===== src/rtl/prog_ctrl.sv =====
// prog_ctrl: program-memory arbiter and run/step controller.
//
// A single-port instruction memory is shared between the CPU fetch port and
// a debug port. The CPU owns the memory while running (RUN) or single-stepping
// (STEP). The debug port owns it only while halted (HALT).
//
// Ports
//   clk, rst            clock, asynchronous active-low reset
//   run_i, step_i       free-run level / single-fetch pulse
//   cpu_ce_i/addr_i     CPU fetch request
//   cpu_data_o          fetched word (NOP_WORD when no fetch returns)
//   cpu_stall_o         CPU must hold while halted
//   dbg_*               debug access request / grant / read return
//   mem_*               single-port memory interface (1-cycle read latency)
//   halted_o            state is HALT
//   fetch_cnt_o         wrapping count of granted CPU fetches
//   state_o             raw FSM state for observation
//
// Handshake: a request is accepted in the same cycle its grant is high.
// Read data for an accepted read returns exactly one cycle later, and
// dbg_rvalid_o marks the debug read data. There is no back-pressure on
// the returned data.
module prog_ctrl #(
  parameter int unsigned          ADDR_W   = 16,
  parameter int unsigned          DATA_W   = 16,
  parameter logic [DATA_W-1:0]    NOP_WORD = '0
) (
  input  logic              clk,
  input  logic              rst,
  input  logic              run_i,
  input  logic              step_i,
  input  logic              cpu_ce_i,
  input  logic [ADDR_W-1:0] cpu_addr_i,
  output logic [DATA_W-1:0] cpu_data_o,
  output logic              cpu_stall_o,
  input  logic              dbg_req_i,
  input  logic              dbg_we_i,
  input  logic [ADDR_W-1:0] dbg_addr_i,
  input  logic [DATA_W-1:0] dbg_wdata_i,
  output logic              dbg_gnt_o,
  output logic [DATA_W-1:0] dbg_rdata_o,
  output logic              dbg_rvalid_o,
  output logic              mem_ce_o,
  output logic              mem_we_o,
  output logic [ADDR_W-1:0] mem_addr_o,
  output logic [DATA_W-1:0] mem_wdata_o,
  input  logic [DATA_W-1:0] mem_rdata_i,
  output logic              halted_o,
  output logic [15:0]       fetch_cnt_o,
  output logic [1:0]        state_o
);

  localparam logic [1:0] ST_HALT = 2'd0;
  localparam logic [1:0] ST_RUN  = 2'd1;
  localparam logic [1:0] ST_STEP = 2'd2;

  logic [1:0]  state_q, state_d;
  logic        cpu_rd_q, cpu_rd_d;
  logic        dbg_rd_q, dbg_rd_d;
  logic [15:0] fetch_cnt_q, fetch_cnt_d;

  logic cpu_grant;
  logic dbg_grant;

  // Ownership follows the state, so the two grants can never both be high.
  assign cpu_grant = ((state_q == ST_RUN) || (state_q == ST_STEP)) && cpu_ce_i;
  assign dbg_grant = (state_q == ST_HALT) && dbg_req_i;

  // Next-state logic. A pending debug request blocks leaving HALT. A step
  // pulse that arrives while it is blocked is not remembered.
  always_comb begin
    state_d = state_q;
    case (state_q)
      ST_HALT: begin
        if (!dbg_req_i) begin
          if (run_i)       state_d = ST_RUN;
          else if (step_i) state_d = ST_STEP;
        end
      end
      ST_RUN:  if (!run_i) state_d = ST_HALT;
      ST_STEP: state_d = ST_HALT;
      default: state_d = ST_HALT;
    endcase
  end

  always_comb begin
    mem_ce_o    = 1'b0;
    mem_we_o    = 1'b0;
    mem_addr_o  = '0;
    mem_wdata_o = '0;
    if (cpu_grant) begin
      mem_ce_o   = 1'b1;
      mem_addr_o = cpu_addr_i;
    end else if (dbg_grant) begin
      mem_ce_o    = 1'b1;
      mem_we_o    = dbg_we_i;
      mem_addr_o  = dbg_addr_i;
      mem_wdata_o = dbg_wdata_i;
    end
  end

  assign cpu_rd_d    = cpu_grant;
  assign dbg_rd_d    = dbg_grant && !dbg_we_i;
  assign fetch_cnt_d = fetch_cnt_q + {15'd0, cpu_grant};

  always_ff @(posedge clk or negedge rst) begin
    if (!rst) begin
      state_q     <= ST_HALT;
      cpu_rd_q    <= 1'b0;
      dbg_rd_q    <= 1'b0;
      fetch_cnt_q <= 16'd0;
    end else begin
      state_q     <= state_d;
      cpu_rd_q    <= cpu_rd_d;
      dbg_rd_q    <= dbg_rd_d;
      fetch_cnt_q <= fetch_cnt_d;
    end
  end

  // The return path depends only on the registered flags. This lets a fetch
  // issued in the last RUN/STEP cycle still reach the CPU once halted.
  assign cpu_data_o   = cpu_rd_q ? mem_rdata_i : NOP_WORD;
  assign dbg_rvalid_o = dbg_rd_q;
  assign dbg_rdata_o  = dbg_rd_q ? mem_rdata_i : '0;
  assign dbg_gnt_o    = dbg_grant;
  assign cpu_stall_o  = (state_q == ST_HALT);
  assign halted_o     = (state_q == ST_HALT);
  assign fetch_cnt_o  = fetch_cnt_q;
  assign state_o      = state_q;

endmodule


===== config.mk =====
export PLATFORM = sky130hd
export DESIGN_NAME = prog_ctrl
export DESIGN_NICKNAME = d
export VERILOG_FILES = /design/src/rtl/prog_ctrl.sv
export SDC_FILE = /design/constraint.sdc
export NUM_CORES = 1
export LEC_CHECK = 0
export ABC_AREA = 0
export CAP_MARGIN = 0
export CORE_MARGIN = 2
export CORE_UTILIZATION = 30
export CTS_CLUSTER_DIAMETER = 40
export DETAILED_ROUTE_END_ITERATION = 12
export HOLD_SLACK_MARGIN = 0.05
export PLACE_DENSITY = 0.87
export SLEW_MARGIN = 20
export SYNTH_ARGS = -nofsm -noshare
export SYNTH_HDL_FRONTEND = slang
export SYNTH_SLANG_ARGS = --single-unit

===== constraint.sdc =====
create_clock -name clk -period 4.1 [get_ports clk]
set_input_delay 0.41 -clock clk [delete_from_list [all_inputs] [get_ports clk]]
set_output_delay 0.41 -clock clk [all_outputs]
set_load 0.02 [all_outputs]

==> flow_summary.ini, run 1 <==
[die]
initial_core_util = 0.318
ios = 159
core_mm2 = 0.00444
die_x_um = 72.6
dieHeight_um = 72.6
rows = 24
dieArea_mm2 = 0.00527

[cells_and_area]
stdcell_count = 359
nNetsFinal = 383
synthToLayoutAreaGrowth_pct = 118
final_area_mm2 = 0.00308
fillers = 368
diodes = 0
layout_commonest_cell = clkdlybuf4s50_1
final_cell_mix = 158 x clkdlybuf4s50_1, 50 x and2_1, 20 x dfrtp_1
drive_gt1_frac = 0.0293

[placed_design]
dp_cells = 355
postPlaceCellArea_mm2 = 0.00303
hpwl_um = 4690
gp_congestion = 0.861
port_buffers = 158

[worst_setup_path]
path_max_fanout = 33
cpPeakStageDelay_ps = 620
cp-start-kind = flip-flop
cp_slowest_cell = clkdlybuf4s50_1
worstPathRequired_ps = 3690
cp-end-kind = output port
path_cells = inv_1, ha_1, and2_1, nor2_4, a22o_1, clkdlybuf4s50_1
cp-startpoint = state_o[0]$_DFFE_PN0P_
worstSetupPathType = reg -> out
worstRegToRegCells = 7
worstPathArrival_ps = 2750
worstReg2RegStart = state_o[0]$_DFFE_PN0P_

[clocking]
cts_resized = 0
cts_buffers = 3
htree_levels = 1
clockBufferDepth = 2
clkSlewWorstSetupHoldPaths_ps = 70
cts_setup_buffers = 0
postCtsHoldBufs = 0
cts_tree = done
root_buffer = clkbuf_8
clkLatencyLatePin_ps = 250
clock_sinks = 20

[global_routing]
grt_first_pass_wirelength_um = 8090
grt_pass1_vias = 1637
grt_max_degree = 34
grt_remaining_overflow = 0
gr-usage-all-layers = 0.197
antenna_found_initial = 0

[pwr]
power.density_mw_per_mm2 = 490
leakage_uw = 0.00129
ir_worst_vdd_mv = 0.389
finalPower_uw = 1510

[yosys]
synth_area_mm2 = 0.00141
syn_inst = 152
ys_seq_area_frac = 0.355
synth_seq_cells = 20
yosys_warnings = 0
synth_cell_type_count = 25
syn_area_per_cell_um2 = 9.29
syn_nets = 227

[timing]
slew_headroom = 0.436
slew_violations = 0
fin_crit_sh = 0.771
setup_viol = 0
worst_slew_pin_slew_ps = 843
grt_setup_unrepaired = false
hold_ws_ps = 497
min_period_ps = 3160
worst_clock_skew_ps = 1.36
finalSetupTns_ps = 0
hold_viol_final = 0
timing.fmax_mhz = 316

[worst_hold_path]
hold_path_class = reg -> reg
hp-start = fetch_cnt_o[14]$_DFF_PN0_
min_path_cells = 1

[detailed_routing]
drt_wl_total_um = 5470
viasPerCell = 4.62
routedWlPerCell_um = 15.2
drt_iter0_drc = 38
ant_nets = 0
drc_errors = 0
vias = 1660
first_pass_iters = 4

[run_status]
status = completed

[run]
cap_violations = 0
## power breakdown
part | switching [uW] | total, uW | internal (uW) | leakage (uW)
Combinational | 516 | 1060 | 541 | 0.000990
Sequential | 68.3 | 304 | 236 | 0.000268
Clock | 61.6 | 147 | 85.3 | 0.0000288
## critical path, delay by kind of cell, from the launching register on
family	cells	cell delay [ps]
compound gates	1	230
simple gates	2	840
flops	1	440
buf+inv	2	680
fa+ha+maj	1	300
## kinds of logic after synthesis
family / Yosys count / synth area share
xor+xnor: 14 / 0.0869
buf+inv: 12 / 0.0390
flops: 20 / 0.355
compound gates: 21 / 0.129
simple gates: 81 / 0.356
fa+ha+maj: 4 / 0.0355
## area by class of cell
| cell class | instances | area (um2) | area share |
|---|---|---|---|
| clock buffer | 4 | 55.1 | 0.0179 |
| inverter | 4 | 15.0 | 0.00487 |
| multi-input combinational | 120 | 856 | 0.278 |
| sequential | 20 | 500 | 0.162 |
| tap | 52 | 65.1 | 0.0211 |
| timing repair buffer | 159 | 1590 | 0.516 |
## path summary, 6_finish.rpt
check,slack (ps),endpoint
worst max-delay path,940,mem_addr_o[4]
worst min-delay path,500,fetch_cnt_o[14]$_DFF_PN0_
worst max register to register,2110,fetch_cnt_o[14]$_DFF_PN0_
worst min register to register,500,fetch_cnt_o[14]$_DFF_PN0_
max in group asynchronous,2940,state_o[1]$_DFFE_PN0P_
min in group asynchronous,640,fetch_cnt_o[14]$_DFF_PN0_
## sequential cells by signal (all words and copies together), names as in the netlist
signal and count:
fetch_cnt_o 16, state_o 2, cpu_rd_q 1, dbg_rvalid_o 1
## synthesized netlist by cell type
master,count,share of area
xor2_1,4,0.025
xnor2_1,10,0.062
buf_4,1,0.0053
clkbuf_2,2,0.0071
ha_1,4,0.035
and2_0,1,0.0044
a22o_1,17,0.11
nand2_1,7,0.019
nor2_2,1,0.0044
and3_1,4,0.018
a32o_1,2,0.014
nand4_4,1,0.015
a21oi_1,1,0.0035
nand4_1,4,0.018
nand3_1,4,0.014
dfrtp_1,20,0.35
nor2_4,1,0.0080
a21o_1,1,0.0053
clkbuf_1,2,0.0053
inv_1,4,0.011
buf_2,3,0.011
nand2b_1,2,0.0089
nor2_1,5,0.013
nor3_4,1,0.012
and2_1,50,0.22
## routing by layer
| metal | part of all wire | vias up | GRT usage |
|---|---|---|---|
| li1 | - | 828 | - |
| met1 | 0.38 | 738 | 0.221 |
| met2 | 0.52 | 88 | 0.373 |
| met3 | 0.085 | 6 | 0.0483 |
| met4 | 0.012 | 0 | 0.0473 |
| met5 | 0 | - | 0 |
## per-stage QoR
stage	utilization	worst slack, ps
2_1_floorplan	-	1940
3_3_place_gp	0.681	1200
3_5_place_dp	0.681	1170
4_1_cts	0.693	897
5_1_grt	0.693	772
6_report	0.693	940
(Power assumes the default switching activity.)
==> inputs of run 2 (changes only) <==
- CORE_UTILIZATION: 30 -> 25
- PLACE_DENSITY: 0.87 -> 0.77
- clock period: 4.1 -> 2.7 ns (I/O delays scaled with it)
==> flow_summary.ini, run 2 (synthesis results as in run 1) <==
[run_status]
status = completed

[timing]
worst_clock_skew_ps = 7.52
fin_crit_sh = 0.954
hold_viol_final = 0
worst_slew_pin_slew_ps = 881
slew_headroom = 0.411
timing.fmax_mhz = 388
min_period_ps = 2580
setup_viol = 0
slew_violations = 0
setup_slack_ps = 124

[global_routing]
antenna_found_initial = 0
busiest_layer = met2
met2_usage = 0.289
grtUsageMet1 = 0.202
grt_pass1_vias = 1569
grt_first_pass_wirelength_um = 8150
grt_max_degree = 34
grt_remaining_overflow = 0
use_met3 = 0.0284
gr-usage-all-layers = 0.161

[clocking]
clkLatencyLatePin_ps = 250
clock_sinks = 20
clkSlewWorstSetupHoldPaths_ps = 80
clockBufferDepth = 2
cts_tree = done
cts_setup_buffers = 0
htree_levels = 1
root_buffer = clkbuf_8
cts_buffers = 3

[detailed_routing]
drt_iter0_drc = 45
ant_nets = 0
viasPerCell = 4.42
routedWlPerCell_um = 14.2
first_pass_iters = 4
vias = 1681
drc_errors = 0
drt_wl_total_um = 5390

[pwr]
finalPower_uw = 2300
ir_worst_vdd_mv = 0.503
leakage_uw = 0.00164
power.density_mw_per_mm2 = 723

[run]
cap_violations = 0

[die]
core_mm2 = 0.00547
initial_core_util = 0.258
dieArea_mm2 = 0.00626
die_x_um = 79.1
rows = 27
ios = 159
dieHeight_um = 79.1

[worst_hold_path]
hold_path_class = reg -> reg

[worst_setup_path]
path_max_fanout = 33
cp-end-kind = output port
worstPathArrival_ps = 2310
worstPathRequired_ps = 2430
worstSetupPathType = reg -> out
cp-start-kind = flip-flop

[cells_and_area]
largest_reg_flops = 16
diodes = 0
synthToLayoutAreaGrowth_pct = 126
nNetsFinal = 384
layout_commonest_cell = clkdlybuf4s50_1
final_cell_mix = 136 x clkdlybuf4s50_1, 50 x and2_1, 22 x dlymetal6s2s_1
drive_gt1_frac = 0.0357

[placed_design]
port_buffers = 158
hpwl_um = 4370
gp_congestion = 0.876
post-place-ws_ps = 352
[run 2: stage by stage]
step	util	cells	instance area, um2	TNS (ps)	hold WS [ps]
final	0.582	380	3180	0	472
after global routing	0.582	380	3180	-2.04	518
after CTS	0.571	380	3130	0	481
after detailed placement	0.561	376	3070	0	471
after global placement	0.561	376	3070	0	465
after floorplan	-	152	1410	0	-25.6
[run 2: layer usage]
layer | part of all wire | vias up
li1 | - | 824
met1 | 0.40 | 769
met2 | 0.50 | 80
met3 | 0.077 | 8
met4 | 0.017 | 0
met5 | 0 | -
[run 2: area by class of cell]
type / instances / area, um2
multi-input combinational: 120 / 858
tap: 72 / 90.1
clock buffer: 4 / 55.1
inverter: 4 / 15.0
timing repair buffer: 160 / 1660
sequential: 20 / 500
fill: 498 / 2290
[run 2: timing repair]
action,4_1_cts,5_1_grt
hold buffers,0,0
resized for setup,0,23
endpoints found under the setup margin,0,33
[run 2: worst paths after layout]
kind	from	to	slack [ps]	cells past startpoint
worst max-delay path	state_o[1]$_DFFE_PN0P_	mem_addr_o[10]	120	7
worst min-delay path	fetch_cnt_o[15]$_DFF_PN0_	fetch_cnt_o[15]$_DFF_PN0_	470	1
worst max register to register	state_o[1]$_DFFE_PN0P_	fetch_cnt_o[14]$_DFF_PN0_	660	7
worst min register to register	fetch_cnt_o[15]$_DFF_PN0_	fetch_cnt_o[15]$_DFF_PN0_	470	1
max in group asynchronous	rst	fetch_cnt_o[3]$_DFF_PN0_	1640	1
min in group asynchronous	rst	fetch_cnt_o[15]$_DFF_PN0_	510	1
[run 2: power by group]
part	switching, uW	total, uW	internal, uW	leakage (uW)
registers	101	459	358	0.000268
logic	789	1620	828	0.00134
clock network	97.5	227	130	0.0000288
[run 2: critical path, cell delays in order (launching register included)]
cell	delay, ps
dfrtp_1	410
inv_1	110
ha_2	280
and2_1	190
nor2_4	130
buf_12	180
a22o_1	140
clkdlybuf4s50_1	610
